### src/rtl/regfile_tagged_pkg.sv
// Shared register-file constants: default geometry, tag width and the zero word.
package regfile_tagged_pkg;

    localparam int DEF_XLEN  = 32;
    localparam int DEF_NREG  = 32;
    localparam int DEF_TAG_W = 4;
    localparam int DEF_NRD   = 2;

    localparam logic [DEF_XLEN-1:0] ZeroWord = '0;

endpackage

### src/rtl/regfile_tagged_rdport.sv
// One combinational read port: x0 masking, commit-data bypass and post-commit busy.
// Latency 0; no backpressure.
module regfile_tagged_rdport
    import regfile_tagged_pkg::*;
#(
    parameter int XLEN  = DEF_XLEN,
    parameter int NREG  = DEF_NREG,
    parameter int AW    = $clog2(NREG),
    parameter int TAG_W = DEF_TAG_W
) (
    input  logic             rst,
    input  logic [AW-1:0]    addr,
    input  logic [XLEN-1:0]  vals [NREG],
    input  logic [NREG-1:0]  busy_vec,
    input  logic [TAG_W-1:0] tags [NREG],
    input  logic             cm_we,
    input  logic [AW-1:0]    cm_addr,
    input  logic [TAG_W-1:0] cm_tag,
    input  logic [XLEN-1:0]  cm_data,
    output logic [XLEN-1:0]  data,
    output logic             busy,
    output logic [TAG_W-1:0] tag
);

    always_comb begin
        data = XLEN'(ZeroWord);
        busy = 1'b0;
        tag  = '0;
        if (!rst && addr != '0) begin
            data = vals[addr];
            busy = busy_vec[addr];
            tag  = tags[addr];
            // A matching commit in this cycle retires the producer the reader sees.
            if (cm_we && cm_addr == addr) begin
                data = cm_data;
                if (tags[addr] == cm_tag) begin
                    busy = 1'b0;
                end
            end
        end
    end

endmodule

### src/rtl/regfile_tagged.sv
// Architectural register file with per-register busy bit and ROB rename tag.
// Reads are combinational; rename/commit/flush land on the next clk; no backpressure.
module regfile_tagged
    import regfile_tagged_pkg::*;
#(
    parameter int XLEN  = DEF_XLEN,
    parameter int NREG  = DEF_NREG,
    parameter int AW    = $clog2(NREG),
    parameter int TAG_W = DEF_TAG_W,
    parameter int NRD   = DEF_NRD
) (
    input  logic                  clk,
    input  logic                  rst,
    input  logic [NRD*AW-1:0]     rd_addr,
    output logic [NRD*XLEN-1:0]   rd_data,
    output logic [NRD-1:0]        rd_busy,
    output logic [NRD*TAG_W-1:0]  rd_tag,
    input  logic                  ren_we,
    input  logic [AW-1:0]         ren_addr,
    input  logic [TAG_W-1:0]      ren_tag,
    input  logic                  cm_we,
    input  logic [AW-1:0]         cm_addr,
    input  logic [TAG_W-1:0]      cm_tag,
    input  logic [XLEN-1:0]       cm_data,
    input  logic                  flush
);

    logic [XLEN-1:0]  vals [NREG];
    logic [TAG_W-1:0] tags [NREG];
    logic [NREG-1:0]  busy_vec;

    logic cm_en;
    logic ren_en;

    assign cm_en  = cm_we && (cm_addr != '0);
    assign ren_en = ren_we && (ren_addr != '0) && !flush;

    // Later assignments take priority: rename beats a commit's busy clear, flush beats both.
    always_ff @(posedge clk) begin
        if (rst) begin
            for (int i = 0; i < NREG; i++) begin
                vals[i] <= XLEN'(ZeroWord);
                tags[i] <= '0;
            end
            busy_vec <= '0;
        end else begin
            if (cm_en) begin
                vals[cm_addr] <= cm_data;
                if (tags[cm_addr] == cm_tag) begin
                    busy_vec[cm_addr] <= 1'b0;
                end
            end
            if (ren_en) begin
                busy_vec[ren_addr] <= 1'b1;
                tags[ren_addr]     <= ren_tag;
            end
            if (flush) begin
                busy_vec <= '0;
            end
        end
    end

    for (genvar g = 0; g < NRD; g++) begin : g_rdport
        regfile_tagged_rdport #(
            .XLEN  (XLEN),
            .NREG  (NREG),
            .AW    (AW),
            .TAG_W (TAG_W)
        ) u_rdport (
            .rst      (rst),
            .addr     (rd_addr[g*AW +: AW]),
            .vals     (vals),
            .busy_vec (busy_vec),
            .tags     (tags),
            .cm_we    (cm_we),
            .cm_addr  (cm_addr),
            .cm_tag   (cm_tag),
            .cm_data  (cm_data),
            .data     (rd_data[g*XLEN +: XLEN]),
            .busy     (rd_busy[g]),
            .tag      (rd_tag[g*TAG_W +: TAG_W])
        );
    end

endmodule

### config.mk
export PLATFORM = sky130hd
export DESIGN_NAME = regfile_tagged
export DESIGN_NICKNAME = d
export VERILOG_FILES = /design/src/rtl/regfile_tagged_pkg.sv /design/src/rtl/regfile_tagged_rdport.sv /design/src/rtl/regfile_tagged.sv
export SDC_FILE = /design/constraint.sdc
export NUM_CORES = 2
export LEC_CHECK = 0
export BUFFER_PORTS_ARGS = -buffer_cell sky130_fd_sc_hd__buf_2
export CAP_MARGIN = 10
export CELL_PAD_IN_SITES_DETAIL_PLACEMENT = 0
export CELL_PAD_IN_SITES_GLOBAL_PLACEMENT = 2
export CORE_MARGIN = 5
export CORE_UTILIZATION = 36
export CTS_CLUSTER_DIAMETER = 200
export DETAILED_ROUTE_END_ITERATION = 6
export MAX_ROUTING_LAYER = met4
export PLACE_DENSITY_LB_ADDON = 0.1
export SLEW_MARGIN = 20
export SYNTH_ARGS = -nofsm -noshare
export SYNTH_HDL_FRONTEND = slang
export SYNTH_SLANG_ARGS = --single-unit
### constraint.sdc
create_clock -name clk -period 3.2 [get_ports clk]
set_input_delay 0.64 -clock clk [delete_from_list [all_inputs] [get_ports clk]]
set_output_delay 0.64 -clock clk [all_outputs]
set_load 0.02 [all_outputs]
Word level (Yosys, flattened, before mapping)
Cells that the tools add are included.

storage, ports and cells
  bits in registers = 1184
  output and inout bits = 74
  logic and storage cells = 152

cells by class
  order comparisons = 12
  equal/unequal tests = 5
  muxes and demuxes = 45
  bitwise logic cells = 7
  reduce and logical (&&, ||, !) cells = 18

operators by type and width
  operator                                                    number
  bitwise mux 1024 bit                                        1
  2-to-1 mux 32 bit                                           13
  binary-select mux 32 bit (select 5 bit)                     2
  demux 32 bit (select 5 bit)                                 1
  bitwise mux 128 bit                                         1
  binary-select mux 4 bit (select 5 bit)                      3
  2-to-1 mux 4 bit                                            9
  AND 32 bit                                                  1
  NOT 32 bit                                                  1
  OR 32 bit                                                   1
  >= comparator 6 bit, second input constant                  4
  less-than comparator 5 x 6 -> 1 bit, second input constant  4
  NOT 5 -> 6 bit                                              4
  demux 4 bit (select 5 bit)                                  1
  nonzero test 5 bit                                          4
  == test 4 bit                                               3
  less-than comparator 6 x 1 -> 1 bit, second input constant  2
  logical AND 1 bit                                           11
  binary-select mux 1 bit (select 5 bit)                      2
  demux 1 bit (select 5 bit)                                  2
  == test 5 bit                                               2
  >= comparator 5 x 1 -> 1 bit, second input constant         2
  2-to-1 mux 1 bit                                            10
  zero test 1 bit                                             2
  OR reduction 2 bit                                          1

Depth between registers and ports, before layout
  word-level depth = 11
  mapped depth = 12
  depth with buffers taken out = 7

Modules after synthesis
From an unflattened synthesis, not the netlist that was laid out.

second synthesis, totals
  cell total of the unflattened synthesis = 7201
  area total of the unflattened synthesis = 62758.9 um^2

modules (own cells, without submodules)
  module                 instances  cells each  area an instance (um^2)
  regfile_tagged         1          5327        41969.0
  regfile_tagged_rdport  2          937         10395.0

Worst setup path before layout
OpenSTA, ideal clock, no wires.

  path type = input-to-output
  from = in rd_addr[0]
  to = out rd_data[10]
  arrival time = 2.610 ns
  setup slack = -0.050 ns
  stages on the path = 9
  path through = buf_2 > buf_2 > buf_2 > buf_2 > xnor2_1 > nand3_1 > buf_2 > clkbuf_1 > a211oi_1

on the way
  word-level cells in the longest chain between the ends = 6
  elaborated cells between the ends (all ways) = 10

RTL lines
  item                                                  RTL line                     source
  start: declaration                                    regfile_tagged.sv:14         input logic [NRD*AW-1:0] rd_addr,
  NOT 5 -> 6 bit (implied by the code)                  regfile_tagged_rdport.sv:30  data = vals[addr];
  binary-select mux 32 bit (select 5 bit)               regfile_tagged_rdport.sv:30
  2-to-1 mux 32 bit (implied by the code) (2 in a row)  regfile_tagged_rdport.sv:30
  2-to-1 mux 32 bit                                     regfile_tagged_rdport.sv:34  if (cm_we && cm_addr == addr) begin
  2-to-1 mux 32 bit *                                   regfile_tagged_rdport.sv:29  if (!rst && addr != '0) begin
  end: declaration                                      regfile_tagged.sv:15         output logic [NRD*XLEN-1:0] rd_data,

Mark *: on every way between the ends. The rest lies on a longest branch, timed or not. The select of a mux whose other input is x is not followed.

Worst setup path after layout
  from = reg tags[28] (netlist name)
  to = out rd_busy[0]

on the way
  word-level cells in the longest chain between the ends = 7

RTL lines
  item                                                 RTL line                     source
  start: declaration                                   regfile_tagged.sv:29         logic [TAG_W-1:0] tags [NREG];
  start signal: indexed assignment                     regfile_tagged.sv:55         tags[ren_addr] <= ren_tag;
  binary-select mux 4 bit (select 5 bit)               regfile_tagged_rdport.sv:36  if (tags[addr] == cm_tag) begin
  2-to-1 mux 4 bit (implied by the code) (2 in a row)  regfile_tagged_rdport.sv:36
  == test 4 bit                                        regfile_tagged_rdport.sv:36
  2-to-1 mux 1 bit                                     regfile_tagged_rdport.sv:36
  2-to-1 mux 1 bit                                     regfile_tagged_rdport.sv:34
  2-to-1 mux 1 bit                                     regfile_tagged_rdport.sv:29
  end: declaration                                     regfile_tagged.sv:16         output logic [NRD-1:0] rd_busy,

No other way between the ends. The select of a mux whose other input is x is not followed.

==> run metrics <==
mean number of vias per cell=6.055; Area Growth Syn to Fin=30.97%; Detailed Routing Iterations Pass 1=5; Slew Limit Fails=0; most common cell after layout, fill and taps aside=nand2_1; setup violators final=73; RSZ-0062 raised after global routing=true; outcome=complete, but fails checks; most frequent cells in the layout=2,152 x nand2_1, 1,124 x dfxtp_1, 1,067 x a21oi_1; Post-synth EDFFs=0; die area=0.1808 mm^2; FP Rows=152; syn nets=7,117; flops & latches, synth=1,184; Placer Congestion=0.9234; setup ws final=-0.4273 ns; H-tree depth=4; Final min period=3.627 ns; Buf/Inv on CP=1; Filler cells=16,220; register area=0.02379 mm^2; Critical Path Fanout Max=4; setup TNS=-14.78 ns; largest area contributor in the netlist=dfxtp_1; clock buffer depth=3; CP peak stage delay=0.56 ns; failing checks=negative setup slack; critical path cell sequence=mux4_2, mux4_2, a21oi_4, xor2_1, a31oi_2, buf_4; routed via count=59,630; Pwr per Cell Area=448.3 mW/mm^2; Worst-Margin Slew=1.116 ns; startpoint types=flip-flop; DR DRC count=0; IO Port Bufs=138; DR WL/cell=33.00 um; Inserted Clock Buffers=146; Initial DRC Count=7,464; # IOs=139; asr flop ratio synth=0%; CP max stage cell=mux4_2; Worst VDD drop=0.4384 mV; maximum clock frequency=0.2757 GHz; final worst-path cycle share=113.4%; most frequent CP cell=mux4_2; CTS Sinks=1,184; Congestion Overflow GR=0; Routed Antenna Nets=0; largest cells by area after synthesis=dfxtp_1 38%, mux4_2 19%, nand2_1 13%; Multi-input gate area=0.03830 mm^2; first-pass GRT wire length=449.1 mm; crit path kind=reg -> out; final WL=325.0 mm; sequential-to-total area share from yosys stat=38.19%; Synth warnings=0; Critical Path End Type=output port; Worst-path clk slew=0.06 ns; core area=0.1715 mm^2; Rel. slew slack=25.63%; Tightest Hold Check Type=in -> reg; Mapped Cells=7,052; Power, Total=0.03644 W; CP required=2.56 ns; largest net degree at the start of global routing=188; Initial Util=36.18%; Synth Flop Type=dfxtp_1; Synth cell types=54; delay-heaviest family, CP=multiplexers; Worst EP arrival=2.99 ns; vias in the first global route=56,300; CTS tree=yes; fin nets=7,485; layout cells sized above 1=29.26%; Final HPWL DP=197.9 mm; Leak Pwr=28.19 nW; Die Width=425.2 um; synthesized area per cell=8.802 um^2; Post-Syn Area=0.06207 mm^2; Yosys top cell area share=38.19%; clk root buf=clkbuf_16; total track usage=35.83%; WHS=0.05878 ns; Final Non-Filler Cells=9,849; Clock Latency Late Sink=0.80 ns; Max Clock Skew=0.02498 ns; Max-Cap Viols=0; die height=425.2 um; Final Hold Viols=0; antenna violations before repair=15; Cells after DPL=9,407
-- layout make-up --
cell class	instances	area share (%)
Multi-Input combinational cell	5115	47.11
Inverter	22	0.1093
Tap cell	2310	3.555
Sequential cell	1184	29.27
Antenna cell	4	0.01231
Timing Repair Buffer	951	14.00
Clock buffer	221	5.339
Clock inverter	42	0.6080
-- synth_stat cells (11+ instances only) --
cell type,count
buf_2,166
nor2b_1,51
nand2_1,2195
a211oi_1,38
xor2_1,16
nand3_1,121
mux2_2,11
a221oi_1,132
nor4_1,11
buf_1,24
o22ai_1,39
a21oi_1,1100
a22oi_1,66
o21ai_0,102
buf_4,13
clkbuf_1,493
clkbuf_2,30
inv_1,15
mux2i_1,438
mux4_2,519
dfxtp_1,1184
nor2_1,169
a31oi_1,20
-- cell families after synthesis --
group,share of synthesized area (%)
buffers and inverters,5.088
xor gates and xnor gates,0.3104
muxes,26.10
DFF,38.19
AOI/OAI and AO/OA,13.67
and+or+nand+nor,16.64
-- path summary, 6_finish.rpt --
kind	endpoint	slack, ns	cells after the start	from
worst max-delay path	rd_busy[0]	-0.43	6	tags[28]$_SDFFE_PP0P_
worst min register to register	vals[13]$_SDFFE_PP0P_	0.46	2	vals[13]$_SDFFE_PP0P_
worst max register to register	busy_vec[8]$_SDFF_PP0_	0.67	8	tags[21]$_SDFFE_PP0P_
worst min-delay path	vals[347]$_SDFFE_PP0P_	0.06	2	rst
-- repair_timing --
action                     4_1_cts  5_1_grt
pin swaps                      167      177
resized for setup              616      295
hold buffers                     0        0
gates cloned                    37        5
setup endpoints to repair       74       74
setup buffers                  120       70
-- stage by stage --
stage | area [um^2] | setup WS (ns) | utilization [%]
floorplan | 62120 | -0.05019 | -
global placement | 70330 | -1.250 | 41.00
detailed placement | 70330 | -1.232 | 41.00
CTS | 79870 | -0.5331 | 46.56
global route | 81290 | -0.4781 | 47.39
finish | 81290 | -0.4273 | 47.39
-- where the power goes --
part           leakage [nW]  internal, W  switching [W]  total (W)
Combinational          16.3      0.00180        0.00271    0.00451
Sequential             9.57       0.0148      0.0000803     0.0149
Clock                  2.36      0.00995        0.00707     0.0170
Total                  28.2       0.0266        0.00986     0.0364
-- worst register-to-register path, cell delays in order, from the launching register on --
cell     delay [ns]
dfxtp_1        0.36
mux2i_1        0.42
o22ai_1        0.15
nor4_1         0.37
nand2_1        0.17
xor2_1         0.20
nor4_4         0.33
buf_12         0.23
a31oi_1        0.18
-- layer usage --
metal	global-route usage (%)	vias to the layer above	part of all wire, %
met1	47.39	30060	41
met5	-	-	0
met2	54.34	3097	45
met4	15.29	0	5.3
met3	6.188	747	8.8
li1	-	25730	-
-- registers in the layout (all words and copies together), names as in the netlist --
register / flops
busy_vec: 32
tags: 128
vals: 1024
Note: power is estimated with default switching activity, not from simulation.
